--- src/rtl/synth_pkg.sv ---
// Shared definitions for the PDM receive path: CIC sizing, unipolar offset, decimator FSM states.
package synth_pkg;

    typedef enum logic {FILL = 1'b0, RUN = 1'b1} dec_state_e;

    // Bit growth of an N-stage CIC at ratio 2^decim_log2, plus the input bit
    function automatic int cic_reg_bits(input int order, input int decim_log2);
        return order * decim_log2 + 1;
    endfunction

    // Unipolar input centres on half of full-scale CIC gain, i.e. 2^(reg_bits-2)
    function automatic longint unsigned unipolar_offset(input int reg_bits);
        return 64'd1 << (reg_bits - 2);
    endfunction

endpackage

--- src/rtl/cic_comb_stage.sv ---
// One CIC comb section: diff = sample - sample captured at the previous enabled edge.
module cic_comb_stage #(
    parameter int WIDTH = 19
) (
    input  logic             clk,
    input  logic             rst,
    input  logic             en,
    input  logic [WIDTH-1:0] sample,
    output logic [WIDTH-1:0] diff
);

    logic [WIDTH-1:0] delay;

    always_ff @(posedge clk or posedge rst) begin
        if (rst)
            delay <= '0;
        else if (en)
            delay <= sample;
    end

    // Modular subtraction undoes integrator wrap-around
    assign diff = sample - delay;

endmodule

--- src/rtl/pdm_decimator.sv ---
// PDM to PCM: CIC integrate/decimate/comb, offset removal, positive clamp, one-cycle strobe.
module pdm_decimator
    import synth_pkg::*;
#(
    parameter int OUTPUT_BITS = 12,
    parameter int CIC_ORDER   = 3,
    parameter int DECIM_LOG2  = 6
) (
    input  logic                   clk,
    input  logic                   rst,
    input  logic                   pdm_in,
    input  logic                   pdm_en,
    output logic [OUTPUT_BITS-1:0] pcm_out,
    output logic                   pcm_valid
);

    localparam int REG_BITS = cic_reg_bits(CIC_ORDER, DECIM_LOG2);
    localparam int WARM_W   = $clog2(CIC_ORDER + 1);
    localparam logic [REG_BITS-1:0] OFFSET  = REG_BITS'(unipolar_offset(REG_BITS));
    localparam logic [REG_BITS-1:0] SAT_POS = REG_BITS'(unipolar_offset(REG_BITS) - 1);

    logic [CIC_ORDER-1:0][REG_BITS-1:0] integ;
    logic [REG_BITS-1:0]                comb [CIC_ORDER+1];
    logic [DECIM_LOG2-1:0]              bit_cnt;
    logic                               tick_d;
    logic [WARM_W-1:0]                  warm_cnt;
    dec_state_e                         state;
    logic [REG_BITS-1:0]                d_raw;
    logic [REG_BITS-1:0]                d_sat;
    logic                               unused_low;

    always_ff @(posedge clk or posedge rst) begin
        if (rst) begin
            integ <= '0;
        end else if (pdm_en) begin
            integ[0] <= integ[0] + REG_BITS'(pdm_in);
            for (int k = 1; k < CIC_ORDER; k++)
                integ[k] <= integ[k] + integ[k-1];
        end
    end

    always_ff @(posedge clk or posedge rst) begin
        if (rst) begin
            bit_cnt <= '0;
            tick_d  <= 1'b0;
        end else begin
            tick_d <= pdm_en && (bit_cnt == '1);
            if (pdm_en)
                bit_cnt <= bit_cnt + DECIM_LOG2'(1);
        end
    end

    assign comb[0] = integ[CIC_ORDER-1];

    for (genvar g = 0; g < CIC_ORDER; g++) begin : g_comb
        cic_comb_stage #(.WIDTH(REG_BITS)) u_stage (
            .clk    (clk),
            .rst    (rst),
            .en     (tick_d),
            .sample (comb[g]),
            .diff   (comb[g+1])
        );
    end

    // Full-scale ones land exactly on +OFFSET, one LSB past the signed range
    always_comb begin
        d_raw = comb[CIC_ORDER] - OFFSET;
        d_sat = (d_raw == OFFSET) ? SAT_POS : d_raw;
    end

    assign unused_low = ^d_sat;

    always_ff @(posedge clk or posedge rst) begin
        if (rst) begin
            state     <= FILL;
            warm_cnt  <= '0;
            pcm_out   <= '0;
            pcm_valid <= 1'b0;
        end else begin
            pcm_valid <= 1'b0;
            if (tick_d) begin
                case (state)
                    FILL: begin
                        if (warm_cnt == WARM_W'(CIC_ORDER - 1))
                            state <= RUN;
                        else
                            warm_cnt <= warm_cnt + WARM_W'(1);
                    end
                    RUN: begin
                        pcm_out   <= d_sat[REG_BITS-2 -: OUTPUT_BITS];
                        pcm_valid <= 1'b1;
                    end
                    default: state <= FILL;
                endcase
            end
        end
    end

endmodule

--- config.mk ---
export PLATFORM = sky130hd
export DESIGN_NAME = pdm_decimator
export DESIGN_NICKNAME = d
export VERILOG_FILES = /design/src/rtl/synth_pkg.sv /design/src/rtl/cic_comb_stage.sv /design/src/rtl/pdm_decimator.sv
export SDC_FILE = /design/constraint.sdc
export NUM_CORES = 1
export LEC_CHECK = 0
export ABC_AREA = 1
export BUFFER_PORTS_ARGS = -buffer_cell sky130_fd_sc_hd__buf_2
export CAP_MARGIN = 0
export CORE_UTILIZATION = 58
export CTS_CLUSTER_SIZE = 8
export DETAILED_ROUTE_END_ITERATION = 8
export PLACE_DENSITY = 0.82
export SLEW_MARGIN = 25
export SYNTH_ARGS = -nofsm -noshare
export SYNTH_HDL_FRONTEND = slang
export SYNTH_SLANG_ARGS = --single-unit
--- constraint.sdc ---
create_clock -name clk -period 4.5 [get_ports clk]
set_clock_uncertainty 0.2 [all_clocks]
set_input_delay 0.9 -clock clk [delete_from_list [all_inputs] [get_ports clk]]
set_output_delay 0.9 -clock clk [all_outputs]
set_load 0.01 [all_outputs]
## Word level (Yosys, flattened, before mapping)

Cells that the tools add are included.

- Magnitude comparators: 0
- Multipliers: 0
- Reductions and logical operators: 3
- Bitwise operators: 2
- Shift operators: 0
- Add/sub/neg operators: 9
- Divide/modulo/power cells: 0
- Equality and inequality tests: 3
- Muxes and demuxes: 5

Operator list:

| operator | count |
|---|---|
| 19-bit subtractor | 3 |
| 19-bit adder | 2 |
| 19-bit by 1-bit adder with 19-bit output | 1 |
| 19-bit by 18-bit equality test with 1-bit output (second input constant) | 1 |
| 19-bit by 18-bit subtractor with 19-bit output (second input constant) | 1 |
| 18-bit 2-to-1 mux | 1 |
| 6-bit by 1-bit adder with 6-bit output (second input constant) | 1 |
| 6-bit equality test (second input constant) | 1 |
| 1-bit 2-to-1 mux | 4 |
| 3-bit AND reduction | 1 |
| 2-bit by 1-bit adder with 2-bit output (second input constant) | 1 |
| 2-bit equality test (second input constant) | 1 |
| 1-bit inverter | 2 |
| 2-bit AND reduction | 1 |
| 1-bit logical AND | 1 |

- Latch bits: 0
- Bits in writable memories: 0
- Input port bits: 4
- Register bits after elaboration: 137
- Word-level logic and storage cells: 34
- Memories: 0
- Output and inout port bits: 13
- ROM bits: 0

## Longest topological paths before layout

Gate-level depths: netlist of the first run.

- Depth after elaboration: 6
- Depth in mapped cells: 35
- Mapped depth without buffers: 35

## Cells and area by module

From an unflattened synthesis of the first run, not the netlist that was laid out.

- Cells, all modules: 1553
- Area total of the unflattened synthesis: 10680.2 µm²

Modules (own cells, without submodules):

| module | area each (µm²) | sequential area each (µm²) | times used | cells each |
|---|---|---|---|---|
| pdm_decimator | 5355.1 | 2001.9 | 1 | 737 |
| cic_comb_stage (g_comb[1].u_stage ...) | 1775.5 | 475.5 | 2 | 272 |
| cic_comb_stage (g_comb[0].u_stage) | 1774.2 | 475.5 | 1 | 272 |

## Least setup slack after synthesis of the first run

No wires, ideal clock.

- Path type: flip-flop to flip-flop
- From: register integ, in the netlist comb[59]
- To: register pcm_out[0]
- Setup time: 0.073 ns
- Path slack: -0.494 ns
- Buffers on the path: 1
- Required time: 4.227 ns
- Stages on the path, launching flop included: 32
- Arrival: 4.721 ns
- Clock period less this slack: 4.994 ns
- Path through: dfrtp_1 -> ha_1 -> a21o_1 -> nand3_1 -> nand2_1 -> nand2_1 -> o211ai_1 -> a31oi_1 -> o21ai_0 -> nand2_1 -> nand3_1 -> and2_1 -> ha_1 -> nand2_1 -> o21ai_0 -> o21bai_1 -> nand2_1 -> nand2_1 -> nand2_1 -> and2_1 -> ha_1 -> ha_1 -> inv_1 -> nor3_1 -> nand4_1 -> nand2_1 -> xor2_1 -> nand4_1 -> nor2_2 -> nand3_2 -> buf_6 -> a21oi_2

RTL lines:

| item | RTL line | RTL |
|---|---|---|
| start: declaration | pdm_decimator.sv:22 | `logic [CIC_ORDER-1:0][REG_BITS-1:0] integ;` |
| start signal: indexed assignment | pdm_decimator.sv:38 | `integ[k] <= integ[k] + integ[k-1];` |
| end signal: assignment | pdm_decimator.sv:90 | `pcm_out <= d_sat[REG_BITS-2 -: OUTPUT_BITS];` |
| end: declaration | pdm_decimator.sv:13 | `output logic [OUTPUT_BITS-1:0] pcm_out,` |

==> flow_summary_export.csv, run 1 <==
group,metric,value,unit
synthesis,synth_cell_types,41,
routing,ant_nets,0,
sta,setup_viol,12,
synthesis,synth_most_common_cell,"nand2_1",
grt,met2_usage,52.42,%
clock_tree,holdBufCountCts,0,
floorplanning,die_w,133.7,um
setup_path,critPathSlowestCell,"dfrtp_1",
clock_tree,path_clk_slew,0.06,ns
placement,dp_hpwl,16.58,mm
setup_path,cp_max_fo,6,
sta,setup_tns,-10.47,ns
floorplanning,die_h,133.7,um
setup_path,required,4.66,ns
finish,diodes,0,
routing,wl,26.96,mm
sta,hold_viol_final,0,
routing,drcViolationCount,0,
setup_path,path_common_cell,"nand2_1",
synthesis,syn_nets,1432,
routing,dr.pass1.iters,5,
clock_tree,cts_tree,"yes",
synthesis,synth_warnings,0,
grt,busiest_layer,"met2",
clock_tree,clockBufferDepth,2,
grt,antenna_found_initial,0,
synthesis,netlist.area_leader.share,34.08,%
routing,vias,9560,
floorplanning,rows,47,
synthesis,synthesis.area,10060,um^2
sta,period_share,119.8,%
setup_path,worst_path_largest_cell_delay,0.41,ns
grt,grtUsageTotal,27.68,%
routing,drt_iter0_markers,543,
sta,relSlewSlack,50.46,%
synthesis,synth_area_leaders,"dfrtp_1 34%, ha_1 14%, nand2_1 11%",
sta,slew_viol_final,0,
synthesis,yosysTopAreaCell,"dfrtp_1",
setup_path,worstPathArrival,5.55,ns
finish,fin_util,76.33,%
sta,max_freq,185.5,MHz
placement,dpl.cell_count,1649,
grt,grt_max_degree,87,
clock_tree,clockRootBuffer,"clkbuf_16",
grt,gr-usage-met1,28.93,%
sta,timing.final.ws_setup,-0.8909,ns
clock_tree,clk-insertion-delay-late,0.43,ns
job,maxCapViolCount,0,
setup_path,start_kind,"flip-flop",
synthesis,yosys-top-cells-count,"299 x nand2_1, 176 x inv_1, 137 x dfrtp_1",
synthesis,synth_edf_count,0,
sta,worstMarginPinSlew,0.7422,ns
placement,place_congestion,0.9491,
synthesis,seq_area_frac_synth,34.08,%
sta,min_period,5.391,ns
clock_tree,htree_levels,4,
run_status,violations,"setup timing",
finish,drive_gt1_share,23.55,%
synthesis,avgSynthCellArea,7.668,um^2
synthesis,synth_ff_type,"dfrtp_1",
finish,area_growth,27.16,%
placement,port_buffers,16,
floorplanning,start_util,60.03,%
setup_path,critPathBufInv,2,
run_status,status,"finished, violations left",
grt,grt_util_met3,4.528,%
setup_path,critPathTopFamily,"adder cells",
finish,fin_cells,1706,
finish,num-nets-final,1593,
worst_hold_path,hold_class,"reg2reg",
grt,grt.overflow.total,0,
sta,rsz0062_at_grt,"yes",
routing,via_per_inst,5.604,
grt,grt_first_pass_wirelength,40.01,mm
floorplanning,ios,17,
synthesis,ys_seq_elements,137,
synthesis,synthArstFlopShare,100.0,%
routing,wl_per_cell,15.80,um
setup_path,cp-end-kind,"flip-flop",
floorplanning,die_area,17880,um^2
clock_tree,cts.sinks,137,
placement,dp_slack,-0.5099,ns
grt,grt_pass1_vias,9290,
setup_path,path_class,"reg2reg",
clock_tree,cts_buffers,17,
floorplanning,core_area,16760,um^2
synthesis,synthCells,1312,
routing by layer:
metal  wire (um)  part of all wire [%]
met1       10200                    38
met2       14400                    53
met3         947                   3.5
met4        1414                   5.2
met5           0                     0
area by class of cell:
type | count | area, um^2
clock buffer | 22 | 474.2
clock inverter | 10 | 165.2
fill | 1100 | 3966
inverter | 179 | 680.7
multi-input combinational | 972 | 6509
sequential | 137 | 3430
tap | 220 | 275.3
timing repair buffer | 166 | 1260
kinds of logic (layout without fill, tap and decap cells):
kind of cell | count (synthesis) | in the layout | synth area share, %
AND/OR/NAND/NOR | 515 | 515 | 22.17
AO/OA/AOI/OAI | 266 | 266 | 14.76
buffers and inverters | 203 | 377 | 7.661
flip-flops | 137 | 137 | 34.08
adder cells (fa/ha/maj) | 116 | 116 | 14.80
XOR/XNOR | 75 | 75 | 6.529
worst reg2reg max path, cell delays in order (launching register included):
cell and delay, ns:
dfrtp_1 0.41, ha_4 0.18, fa_2 0.39, o21bai_1 0.20, xor2_1 0.25, ha_1 0.34, a21oi_2 0.15, nand2_1 0.08
nor2_2 0.16, o21ai_2 0.09, nand2_1 0.07, nand2_1 0.11, a21oi_4 0.25, buf_6 0.13, o21bai_1 0.07, xor2_1 0.24
ha_1 0.31, ha_4 0.33, nand2_4 0.07, nor3_4 0.16, nand4_1 0.17, nand2_2 0.14, xor2_2 0.16, nand4_1 0.12
nor2_2 0.14, nand3_4 0.12, clkbuf_16 0.18, a21oi_2 0.12
layout by cell type, fill, tap and decap left out, drive strengths merged:
| cell | instances |
|---|---|
| and2 | 5 |
| nor4 | 5 |
| nand3b | 3 |
| clkbuf | 23 |
| inv | 179 |
| or2 | 6 |
| a31oi | 22 |
| nand3 | 72 |
| bufinv | 4 |
| clkinvlp | 4 |
| xnor2 | 24 |
| a21boi | 2 |
| o21ai | 116 |
| nand4 | 17 |
| ha | 111 |
| nor3 | 10 |
| o211ai | 4 |
| nor2 | 81 |
| a31o | 2 |
| nor3b | 1 |
| nand2 | 315 |
| clkinv | 2 |
| dfrtp | 137 |
| o31ai | 5 |
| fa | 5 |
| a21oi | 101 |
| o21bai | 5 |
| buf | 165 |
| xor2 | 51 |
| a21o | 7 |
| a22o | 2 |
worst paths after layout:
kind / from / to / slack [ns] / cells after the start
hold / removal: g_comb[2].u_stage.delay[1] / g_comb[2].u_stage.delay[1] / 0.29 / 2
min in group asynchronous: rst / g_comb[0].u_stage.delay[2] / 0.39 / 3
hold reg to reg: g_comb[2].u_stage.delay[1] / g_comb[2].u_stage.delay[1] / 0.29 / 2
setup / recovery: g_comb[0].u_stage.delay[0] / pcm_out[8] / -0.89 / 27
setup reg to reg: g_comb[0].u_stage.delay[0] / pcm_out[8] / -0.89 / 27
max in group asynchronous: rst / g_comb[2].u_stage.delay[16] / 3.12 / 3
stage by stage:
step | cell area, um^2 | hold slack [ns]
2_1_floorplan | 10330 | 0.2530
3_3_place_gp | 11550 | 0.2651
3_5_place_dp | 11550 | 0.2696
4_1_cts | 12290 | 0.2851
5_1_grt | 12790 | 0.2939
6_report | 12790 | 0.2866
flip-flops by register name, summed over array words and instances, names as in the netlist:
| register | cells |
|---|---|
| tick_d | 1 |
| pcm_out | 12 |
| state | 1 |
| integ | 38 |
| pcm_valid | 1 |
| warm_cnt | 2 |
| bit_cnt | 6 |
| comb | 19 |
| g_comb.u_stage.delay | 57 |
what timing repair did:
action,CTS,global route
endpoints found under the hold margin,0,0
setup buffers,4,20
pin swaps,11,28
endpoints found under the setup margin,12,12
gates cloned,0,1
resized for setup,16,71
Power of run 1 is not shown: default switching activity piles up to over one toggle a cycle in this logic, so the estimate is an artifact.
==> run 2, diff against run 1 <==
--- a/config.mk
+++ b/config.mk
@@ -8,10 +8,10 @@
 export ABC_AREA = 1
 export BUFFER_PORTS_ARGS = -buffer_cell sky130_fd_sc_hd__buf_2
 export CAP_MARGIN = 0
-export CORE_UTILIZATION = 58
+export CORE_UTILIZATION = 61
 export CTS_CLUSTER_SIZE = 8
 export DETAILED_ROUTE_END_ITERATION = 8
-export PLACE_DENSITY = 0.82
+export PLACE_DENSITY = 0.83
 export SLEW_MARGIN = 25
 export SYNTH_ARGS = -nofsm -noshare
 export SYNTH_HDL_FRONTEND = slang
==> constraint.sdc (replaced) <==
create_clock -name clk -period 5.75 [get_ports clk]
set_clock_uncertainty 0.2 [all_clocks]
set_input_delay 1.15 -clock clk [delete_from_list [all_inputs] [get_ports clk]]
set_output_delay 1.15 -clock clk [all_outputs]
set_load 0.01 [all_outputs]
==> run 2 against run 1 <==
The run now ends clean. Design area shrank 13%. Cell count decreased by 8.6%. Routed wire length down 23%. Non-clock buffer count down 143. Count of clock-buffer cells in the layout is 4 higher. Critical endpoint is now pcm_out[3].
==> flow_summary_export.csv, run 2 (same netlist as run 1, synthesis figures left out) <==
group,metric,value,unit
floorplanning,die_h,130.4,um
setup_path,worst_path_largest_cell_delay,0.37,ns
routing,drcViolationCount,0,
finish,area_growth,10.41,%
grt,grt_pass1_vias,8190,
setup_path,path_common_cell,"nand2_1",
sta,relSlewSlack,40.80,%
routing,wl,20.65,mm
clock_tree,cts_buffers,17,
setup_path,required,5.90,ns
grt,grt.overflow.total,0,
floorplanning,die_w,130.4,um
clock_tree,htree_levels,4,
run_status,status,"finished, final reports clean",
finish,drive_gt1_share,8.712,%
grt,grtUsageTotal,26.26,%
placement,dp_hpwl,15.22,mm
routing,drt_iter0_markers,409,
sta,max_freq,184.5,MHz
placement,dpl.cell_count,1523,
grt,grt_first_pass_wirelength,35.51,mm
floorplanning,ios,17,
grt,antenna_found_initial,0,
routing,dr.pass1.iters,5,
sta,min_period,5.421,ns
sta,setup_viol,0,
floorplanning,start_util,62.88,%
job,maxCapViolCount,0,
setup_path,cp-end-kind,"flip-flop",
routing,vias,8433,
sta,hold_ws,0.2826,ns
clock_tree,clockRootBuffer,"clkbuf_16",
finish,regMostFlops,"g_comb.u_stage.delay",
setup_path,critPathSlowestCell,"fa_2",
routing,wl_per_cell,13.24,um
placement,place_congestion,0.9037,
clock_tree,cts_tree,"yes",
floorplanning,core_area,16000,um^2
clock_tree,path_clk_slew,0.06,ns
finish,most-common-layout-cells,"299 x nand2_1, 175 x inv_1, 136 x dfrtp_1, 109 x o21ai_0, 106 x ha_1",
clock_tree,clockBufferDepth,2,
sta,slew_viol_final,0,
finish,n_fill_cell,1356,
finish,diodes,0,
floorplanning,rows,46,
finish,seq_area,3430,um^2
routing,via_per_inst,5.409,
finish,final_common_cell,"nand2_1",
grt,grt_max_degree,100,
sta,period_share,94.27,%
setup_path,cp_max_fo,8,
routing,ant_nets,0,
finish,multiInputGateArea,5966,um^2
setup_path,start_kind,"flip-flop",
sta,worstMarginPinSlew,0.8880,ns
clock_tree,clk-insertion-delay-late,0.42,ns
finish,largest_register_ffs,57,
setup_path,path_class,"reg2reg",
worst_hold_path,hold_class,"reg2reg",
finish,num-nets-final,1450,
clock_tree,cts.sinks,137,
floorplanning,die_area,17010,um^2
placement,port_buffers,16,
clock_tree,holdBufCountCts,0,
setup_path,worstPathArrival,5.57,ns
sta,hold_viol_final,0,
finish,fin_cells,1559,
[run 2: layout make-up]
class	count	area share, %
multi-input combinational	972	53.71
sequential	137	30.87
inverter	179	6.094
clock buffer	26	4.584
tap	216	2.433
timing repair buffer	23	1.307
clock inverter	6	1.002
[run 2: routing by layer]
metal | global-route usage (%) | part of all wire, %
met1 | 29.95 | 43
met2 | 47.93 | 51
met3 | 3.379 | 1.9
met4 | 14.00 | 3.8
met5 | 0 | 0
[run 2: what timing repair did]
action | CTS | global route
setup endpoints to repair | 12 | 12
buffers inserted | 0 | 4
gates resized for setup | 2 | 21
pin swaps | 0 | 9
[run 2: worst max-delay path, delay by kind of cell (launching register included)]
kind / cells / cell delay [ns]
fa+ha+maj: 5 / 1.56
flops: 1 / 0.35
buf+inv: 3 / 0.31
compound gates: 6 / 0.87
simple gates: 15 / 1.60
xor+xnor: 2 / 0.45
[run 2: worst paths after layout]
check | start | endpoint | slack [ns] | cells after the start
setup / recovery | comb[57] | pcm_out[3] | 0.33 | 31
hold / removal | state | state | 0.28 | 2
setup reg to reg | comb[57] | pcm_out[3] | 0.33 | 31
hold reg to reg | state | state | 0.28 | 2
max in group asynchronous | rst | integ[33] | 3.63 | 3
min in group asynchronous | rst | g_comb[0].u_stage.delay[1] | 0.71 | 2
[run 2: per-stage QoR]
step / util [%] / setup slack (ns) / cell area [um^2] / setup TNS, ns
2_1_floorplan: - / 0.7322 / 10060 / 0
3_3_place_gp: 64.63 / 0.1414 / 10340 / 0
3_5_place_dp: 64.63 / -0.08244 / 10340 / -0.5108
4_1_cts: 68.56 / 0.06262 / 10970 / 0
5_1_grt: 69.42 / -0.03150 / 11110 / -0.1911
6_report: 69.42 / 0.3294 / 11110 / 0
Power of run 2 is left out for the same reason.
